==> config.mk <==
export PLATFORM = sky130hd
export DESIGN_NAME = obi_req_cut
export DESIGN_NICKNAME = d
export VERILOG_FILES = /design/src/rtl/obi_req_cut.sv
export SDC_FILE = /design/constraint.sdc
export NUM_CORES = 1
export LEC_CHECK = 0
export ABC_AREA = 1
export BUFFER_PORTS_ARGS = -buffer_cell sky130_fd_sc_hd__clkbuf_2
export CELL_PAD_IN_SITES_DETAIL_PLACEMENT = 1
export CELL_PAD_IN_SITES_GLOBAL_PLACEMENT = 1
export CORE_MARGIN = 2
export CORE_UTILIZATION = 41
export CTS_BUF_LIST = sky130_fd_sc_hd__clkbuf_8
export DETAILED_ROUTE_END_ITERATION = 10
export PLACE_DENSITY_LB_ADDON = 0.15
export SLEW_MARGIN = 30
export SYNTH_ARGS = -nofsm -noshare
export SYNTH_HDL_FRONTEND = slang
export SYNTH_SLANG_ARGS = --single-unit
export TNS_END_PERCENT = 20
==> constraint.sdc <==
create_clock -name clk_i -period 6.7 [get_ports clk_i]
set_input_delay 1.675 -clock clk_i [delete_from_list [all_inputs] [get_ports clk_i]]
set_output_delay 1.675 -clock clk_i [all_outputs]
set_load 0.02 [all_outputs]
==> src/rtl/obi_req_cut.sv <==
// OBI request cut: buffers upstream requests in a small FIFO so that the downstream
// request is driven from registered state only, and caps granted-but-unanswered requests.
module obi_req_cut #(
  parameter int DEPTH           = 2,
  parameter int MAX_OUTSTANDING = 2
) (
  input  logic        clk_i,
  input  logic        rst_i,
  // {req, we, be[3:0], addr[31:0], wdata[31:0]}
  input  logic [69:0] master_req_i,
  // {gnt, rvalid, rdata[31:0]}
  output logic [33:0] master_resp_o,
  output logic [69:0] slave_req_o,
  input  logic [33:0] slave_resp_i,
  output logic [3:0]  outstanding_o,
  output logic        idle_o,
  output logic        protocol_err_o
);

  localparam int PW = (DEPTH > 1) ? $clog2(DEPTH) : 1;
  localparam int EW = 69;

  typedef enum logic [1:0] {
    OCC_EMPTY,
    OCC_PARTIAL,
    OCC_FULL
  } occ_e;

  occ_e          occ_q, occ_d;
  logic [PW-1:0] wr_ptr_q, wr_ptr_d;
  logic [PW-1:0] rd_ptr_q, rd_ptr_d;
  logic [3:0]    outst_q, outst_d;
  logic          err_q, err_d;
  logic [EW-1:0] mem_q [DEPTH];

  logic          buf_full, buf_empty;
  logic          issue, push, pop;
  logic          slv_gnt, slv_rvalid;
  logic [PW-1:0] wr_ptr_inc, rd_ptr_inc;

  assign slv_gnt    = slave_resp_i[33];
  assign slv_rvalid = slave_resp_i[32];

  assign buf_full  = (occ_q == OCC_FULL);
  assign buf_empty = (occ_q == OCC_EMPTY);

  // Issue depends only on registered occupancy and count, never on the slave response.
  assign issue = !buf_empty && (outst_q < 4'(MAX_OUTSTANDING));
  assign push  = master_req_i[69] && !buf_full;
  assign pop   = issue && slv_gnt;

  assign wr_ptr_inc = (wr_ptr_q == PW'(DEPTH - 1)) ? '0 : wr_ptr_q + PW'(1);
  assign rd_ptr_inc = (rd_ptr_q == PW'(DEPTH - 1)) ? '0 : rd_ptr_q + PW'(1);

  always_comb begin
    occ_d    = occ_q;
    wr_ptr_d = wr_ptr_q;
    rd_ptr_d = rd_ptr_q;
    if (push) wr_ptr_d = wr_ptr_inc;
    if (pop)  rd_ptr_d = rd_ptr_inc;
    case (occ_q)
      OCC_EMPTY: begin
        if (push) occ_d = OCC_PARTIAL;
      end
      OCC_PARTIAL: begin
        // Equal pointers after a one-sided move distinguish full from empty.
        if (push && !pop && (wr_ptr_inc == rd_ptr_q))
          occ_d = OCC_FULL;
        else if (pop && !push && (rd_ptr_inc == wr_ptr_q))
          occ_d = OCC_EMPTY;
      end
      OCC_FULL: begin
        if (pop) occ_d = OCC_PARTIAL;
      end
      default: occ_d = OCC_EMPTY;
    endcase
  end

  always_comb begin
    outst_d = outst_q;
    err_d   = err_q;
    if (pop && !slv_rvalid) begin
      outst_d = outst_q + 4'd1;
    end else if (!pop && slv_rvalid) begin
      if (outst_q == 4'd0) err_d = 1'b1;
      else                 outst_d = outst_q - 4'd1;
    end
  end

  always_ff @(posedge clk_i) begin
    if (rst_i) begin
      occ_q    <= OCC_EMPTY;
      wr_ptr_q <= '0;
      rd_ptr_q <= '0;
      outst_q  <= 4'd0;
      err_q    <= 1'b0;
    end else begin
      occ_q    <= occ_d;
      wr_ptr_q <= wr_ptr_d;
      rd_ptr_q <= rd_ptr_d;
      outst_q  <= outst_d;
      err_q    <= err_d;
    end
  end

  // Payload storage needs no reset: occupancy alone says which entries are live.
  for (genvar gi = 0; gi < DEPTH; gi++) begin : g_entry
    always_ff @(posedge clk_i) begin
      if (push && (wr_ptr_q == PW'(gi))) mem_q[gi] <= master_req_i[68:0];
    end
  end

  assign master_resp_o  = {push, slv_rvalid, slave_resp_i[31:0]};
  assign slave_req_o    = {issue, mem_q[rd_ptr_q]};
  assign outstanding_o  = outst_q;
  assign idle_o         = buf_empty && (outst_q == 4'd0);
  assign protocol_err_o = err_q;

endmodule

==> results of run 1 <==
## power breakdown
group	internal [mW]	total (mW)	switching (mW)
registers	1.08	1.12	0.0402
logic	0.181	0.450	0.269
clock network	0.364	0.688	0.324
total	1.63	2.26	0.633
## final timing paths
| path | startpoint | end | slack [ns] | depth (start not counted) |
|---|---|---|---|---|
| min reg2reg | protocol_err_o | protocol_err_o | 0.47 | 2 |
| min | protocol_err_o | protocol_err_o | 0.47 | 2 |
| max | master_req_i[69] | master_resp_o[33] | 2.80 | 4 |
| max reg2reg | occ_q[1] | mem_q[1][53] | 4.53 | 5 |
## worst register-to-register path: cells and delay by family (launching register included)
| family | cells | cell delay (ns) |
|---|---|---|
| buf+inv | 3 | 0.82 |
| compound gates | 1 | 0.18 |
| flops | 1 | 0.35 |
| simple gates | 1 | 0.43 |
## cell usage in the layout, fill, tap and decap left out, drive strengths merged, types with 2 or more instances in the layout
cell | Yosys | routed
nand3 | 3 | 3
clkbuf | 0 | 168
nor3 | 3 | 3
xor2 | 2 | 2
buf | 44 | 5
nand2 | 20 | 20
edfxtp | 138 | 138
clkinv | 0 | 8
dfxtp | 10 | 10
nor2 | 12 | 12
a21oi | 10 | 10
bufinv | 0 | 3
ha | 4 | 4
mux2 | 69 | 69
inv | 12 | 15
## area by class of cell
cell class                 instances  share of cell area
clock buffer                      17              0.0333
multi-input combinational        129               0.167
inverter                          12             0.00640
sequential                       148               0.618
tap                              180              0.0320
timing repair buffer             156               0.120
clock inverter                    15              0.0233
## routing by layer
metal	global-route usage	up-vias	routed length [um]
li1	-	1459	-
met1	0.176	1556	4460
met2	0.261	107	5680
met3	0.0572	33	832
met4	0.0703	0	225
met5	0	-	0
## state kept, by name, indices dropped and copies added, names as in the netlist, named ones only
name,flops
mem_q,138
occ_q,2
outstanding_o,4
protocol_err_o,1
rd_ptr_q,1
wr_ptr_q,1
## cells by family (layout without fill, tap and decap cells)
| family | count (synthesis) | after routing |
|---|---|---|
| mux | 69 | 69 |
| compound gates | 13 | 13 |
| xor+xnor | 3 | 3 |
| flops | 148 | 148 |
| fa+ha+maj | 5 | 5 |
| simple gates | 39 | 39 |
| buf+inv | 56 | 200 |
==> run metrics, run 1 <==
Max stage delay on crit path=0.21 ns; CP startpoint kind=input port; fin crit share=0.581; RSZ-0062 raised after global routing=false; Setup CP Type=input port to output pin; # resized after CTS=0; XOR/XNOR Fraction of Synth Area=0.00448; post-DP HPWL=7.64 mm; Synth area leaders=edfxtp_1 (71%), mux2_2 (13%), buf_4 (4.5%), dfxtp_1 (3.4%), nand2_1 (1.1%); Num CTS Buffers=17; Longest Clk Path Bufs=2; #FFs+latches synth=148; Syn Inst Count=333; fraction of registers with async set/reset=0; fin area=0.00703 mm2; most area-hungry cell type in the Yosys netlist=edfxtp_1; setup bufs post-CTS=0; most used cell, CP=clkbuf_2; antenna-violating nets left=0; Power Density=321 mW/mm2; placed cell areas=0.00659 mm2; Iteration-0 DRC Markers=190; via density per instance=4.80; Clock Latency Late Sink=0.44 ns; vias in the first global route=3,506; wire length of the first global-routing pass=17.4 mm; I/O Pins=216; initial antenna violation count=0; Final Util=0.505; main combinational cell family by area after synthesis=multiplexers; Die Width=124 um; gr ovfl total=0; worst min-delay path category=flop to flop; DR pass1 iterations=4; Initial Util=0.421; setup ws final=2.80 ns; top cells by count, synth=edfxtp_1 (138), mux2_2 (67), buf_4 (35); Yosys top cell area share=0.707; Root Buffer=clkbuf_8; Routed wire per std cell=17.0 um; largest net degree at the start of global routing=70; simple logic cell fraction of the synthesized area=0.0344; CP delay by family, top=buffers and inverters; Area growth, synth to finish=19.9%; layout cells sized above 1=0.560; compound-cell area share of the yosys netlist=0.0139; Placement Rows=43; number of flops mapped to enable cells by yosys=138; f_max=257 MHz; Cells after DPL=623; die area=0.0153 mm2; sequential area share after synthesis=0.741; sequential cell area=0.00435 mm2; syn_nets=444; Multi-input gate area=0.00117 mm2; Die Ht=124 um; CTS tree=yes; fin crit period=3.90 ns; WP data arrival=2.22 ns; crit-path max FO=3; final slew viol count=0; IO buf count=151; Cell Area, Synth=0.00586 mm2; global-route usage over all layers=0.155; clk sinks=148; CP bufs+invs=3; YS warnings=0; Slew HR=0.653; Critical Path Sink Type=output pin; hold slack=0.466 ns; most common cell in the synthesized netlist=edfxtp_1; post-synthesis mux area share=0.132; final number of hold-violating endpoints=0; RePlAce Congestion=0.734; FILL cells=1,394; P_leak=2.70 nW; Max IR drop VDD=0.000166 V; status=finished clean; Worst-Margin Slew=0.519 ns; final setup fails=0; final setup TNS=0 ns; H-tree depth=4; worst slack at placement=2.80 ns; CP required=5.03 ns; Std-Cell Core Area=0.0139 mm2; Vias=3,155; Reg clk slew, reported paths=0.08 ns; CP Cell Sequence=clkbuf_2 > inv_1 > nor2_1 > clkbuf_2; Top FF cell, synth=edfxtp_1; Worst Skew=0.00764 ns; non-filler cells, final=657; Worst path slowest cell=clkbuf_2; CTS Hold Bufs=0; count of cell types in the netlist=29; drt total wl=11.2 mm; Total Power=2.26 mW; Residual DRC=0; number of max-cap violations=0; Nets=575; Adder-Cell Fraction of Synth Area=0.0119; syn avg cell area=17.6 um2; ant diodes=0
Power figures use the tool's default switching activity.
==> inputs of run 2 (changes only) <==
==> constraint.sdc (replaced) <==
create_clock -name clk_i -period 3.8 [get_ports clk_i]
set_input_delay 0.95 -clock clk_i [delete_from_list [all_inputs] [get_ports clk_i]]
set_output_delay 0.95 -clock clk_i [all_outputs]
set_load 0.02 [all_outputs]
==> run metrics, run 2 (synthesized netlist as in run 1, its figures left out) <==
Total Power=3.87 mW (was 2.26 mW); Final Util=0.501 (was 0.505); Num CTS Buffers=17 (unchanged); Initial Util=0.421 (unchanged); Setup CP Type=flop to output pin (was input port to output pin); ant diodes=0 (unchanged); Routed wire per std cell=17.0 um (about the same); Vias=3,159 (was 3,155); Worst-Margin Slew=0.479 ns (was 0.519 ns); most common cell after layout, fill and taps aside=clkbuf_2 (unchanged); setup bufs post-CTS=0 (unchanged); fin area=0.00698 mm2 (was 0.00703 mm2); Longest Clk Path Bufs=2 (unchanged); FF-to-FF Start=outstanding_o[3] (was occ_q[1]); Reg clk slew, reported paths=0.07 ns (was 0.08 ns); CTS tree=yes (unchanged); H-tree depth=4 (unchanged); f_max=352 MHz; initial antenna violation count=0 (unchanged); FILL cells=1,408 (was 1,394); gr ovfl total=0 (unchanged); final number of hold-violating endpoints=0 (unchanged); Std-Cell Core Area=0.0139 mm2 (unchanged); fin crit share=0.747; Area growth, synth to finish=19.1% (was 19.9%); vias in the first global route=3,374 (was 3,506); Max IR drop VDD=0.000243 V (was 0.000166 V); worst reg-to-reg path cell count=11 (was 5); Nets=575 (unchanged); wire length of the first global-routing pass=16.7 mm (was 17.4 mm); Worst path slowest cell=dfxtp_4 (was clkbuf_2); CP startpoint kind=flop (was input port); die area=0.0153 mm2 (unchanged); reg2reg end=outstanding_o[3] (was mem_q[1][53]); Residual DRC=0 (unchanged); DR pass1 iterations=4 (unchanged); antenna-violating nets left=0 (unchanged); final setup TNS=0 ns (unchanged); Placement Rows=43 (unchanged); via density per instance=4.82 (was 4.80); Die Width=124 um (unchanged); worst slack at placement=1.15 ns (was 2.80 ns); CP Cell Sequence=buf_16 > mux2_2 > clkbuf_2 (was clkbuf_2 > inv_1 > nor2_1 > clkbuf_2); CTS Hold Bufs=0 (unchanged); # resized after CTS=0 (unchanged); Clock Latency Late Sink=0.43 ns (was 0.44 ns); P_leak=2.67 nW (was 2.70 nW); final setup fails=0 (unchanged); crit-path max FO=49 (was 3); Power Density=555 mW/mm2 (was 321 mW/mm2); RePlAce Congestion=0.761 (was 0.734); drt total wl=11.1 mm (was 11.2 mm); Cells after DPL=624 (was 623); RSZ-0062 raised after global routing=false (unchanged); final slew viol count=0 (unchanged); max reg flops=138 (unchanged); I/O Pins=216 (unchanged); Slew HR=0.678 (was 0.653); Critical Path Sink Type=output pin (unchanged); global-route usage over all layers=0.150 (was 0.155); Die Ht=124 um (unchanged); placed cell areas=0.00660 mm2 (was 0.00659 mm2); most frequent cells in the layout=clkbuf_2 (151), edfxtp_1 (138), mux2_2 (67) (unchanged); Iteration-0 DRC Markers=206 (was 190); Root Buffer=clkbuf_8 (unchanged); worst min-delay path category=flop to flop (unchanged); non-filler cells, final=655 (was 657); most flop-heavy register=mem_q (unchanged); setup ws final=0.962 ns (was 2.80 ns); hold slack=0.471 ns (was 0.466 ns); post-DP HPWL=7.49 mm (was 7.64 mm); Setup crit end=slave_req_o[61] (was master_resp_o[33]); clk sinks=148 (unchanged); layout cells sized above 1=0.558 (was 0.560); WP data arrival=1.89 ns (was 2.22 ns); CP required=2.85 ns (was 5.03 ns); FF-to-FF setup slack=1.75 ns (was 4.53 ns); Worst Skew=0.00599 ns (was 0.00764 ns); status=finished clean (unchanged); IO buf count=151 (unchanged); Max stage delay on crit path=0.55 ns (was 0.21 ns); number of max-cap violations=0 (unchanged); largest net degree at the start of global routing=70 (unchanged); fin crit period=2.84 ns
==> run 2: worst min-delay path by stage <==
stage,cells past startpoint,endpoint,startpoint
after floorplan,2,flop,rd_ptr_q
after global placement,2,protocol_err_o,protocol_err_o
after detailed placement,2,protocol_err_o,protocol_err_o
after CTS,2,protocol_err_o,protocol_err_o
after global routing,2,protocol_err_o,protocol_err_o
final,2,protocol_err_o,protocol_err_o
==> run 2: final cells by class <==
type / instances / area [um2] / area share
Multi-Input combinational cell: 129 / 1170 / 0.168
Inverter: 12 / 45.0 / 0.00645
Timing Repair Buffer: 156 / 838 / 0.120
Clock buffer: 17 / 234 / 0.0335
Tap cell: 180 / 225 / 0.0323
Sequential cell: 148 / 4350 / 0.623
Clock inverter: 13 / 120 / 0.0172
==> run 2: worst max-delay path, delay by kind of cell (launching register included) <==
kind	cells	cell delay (ns)
buf+inv	2	0.44
flops	1	0.55
mux	1	0.40
==> run 2: power by group <==
group          internal, mW  switching (mW)
clock network         0.562           0.536
logic                 0.320           0.480
registers              1.91          0.0675
total                  2.79            1.08
==> run 2: layer usage <==
layer  track usage  up-vias  share of wire
li1              -     1456              -
met1         0.175     1554           0.41
met2         0.246      120           0.50
met3        0.0563       29          0.076
met4        0.0710        0          0.020
met5             0        -              0
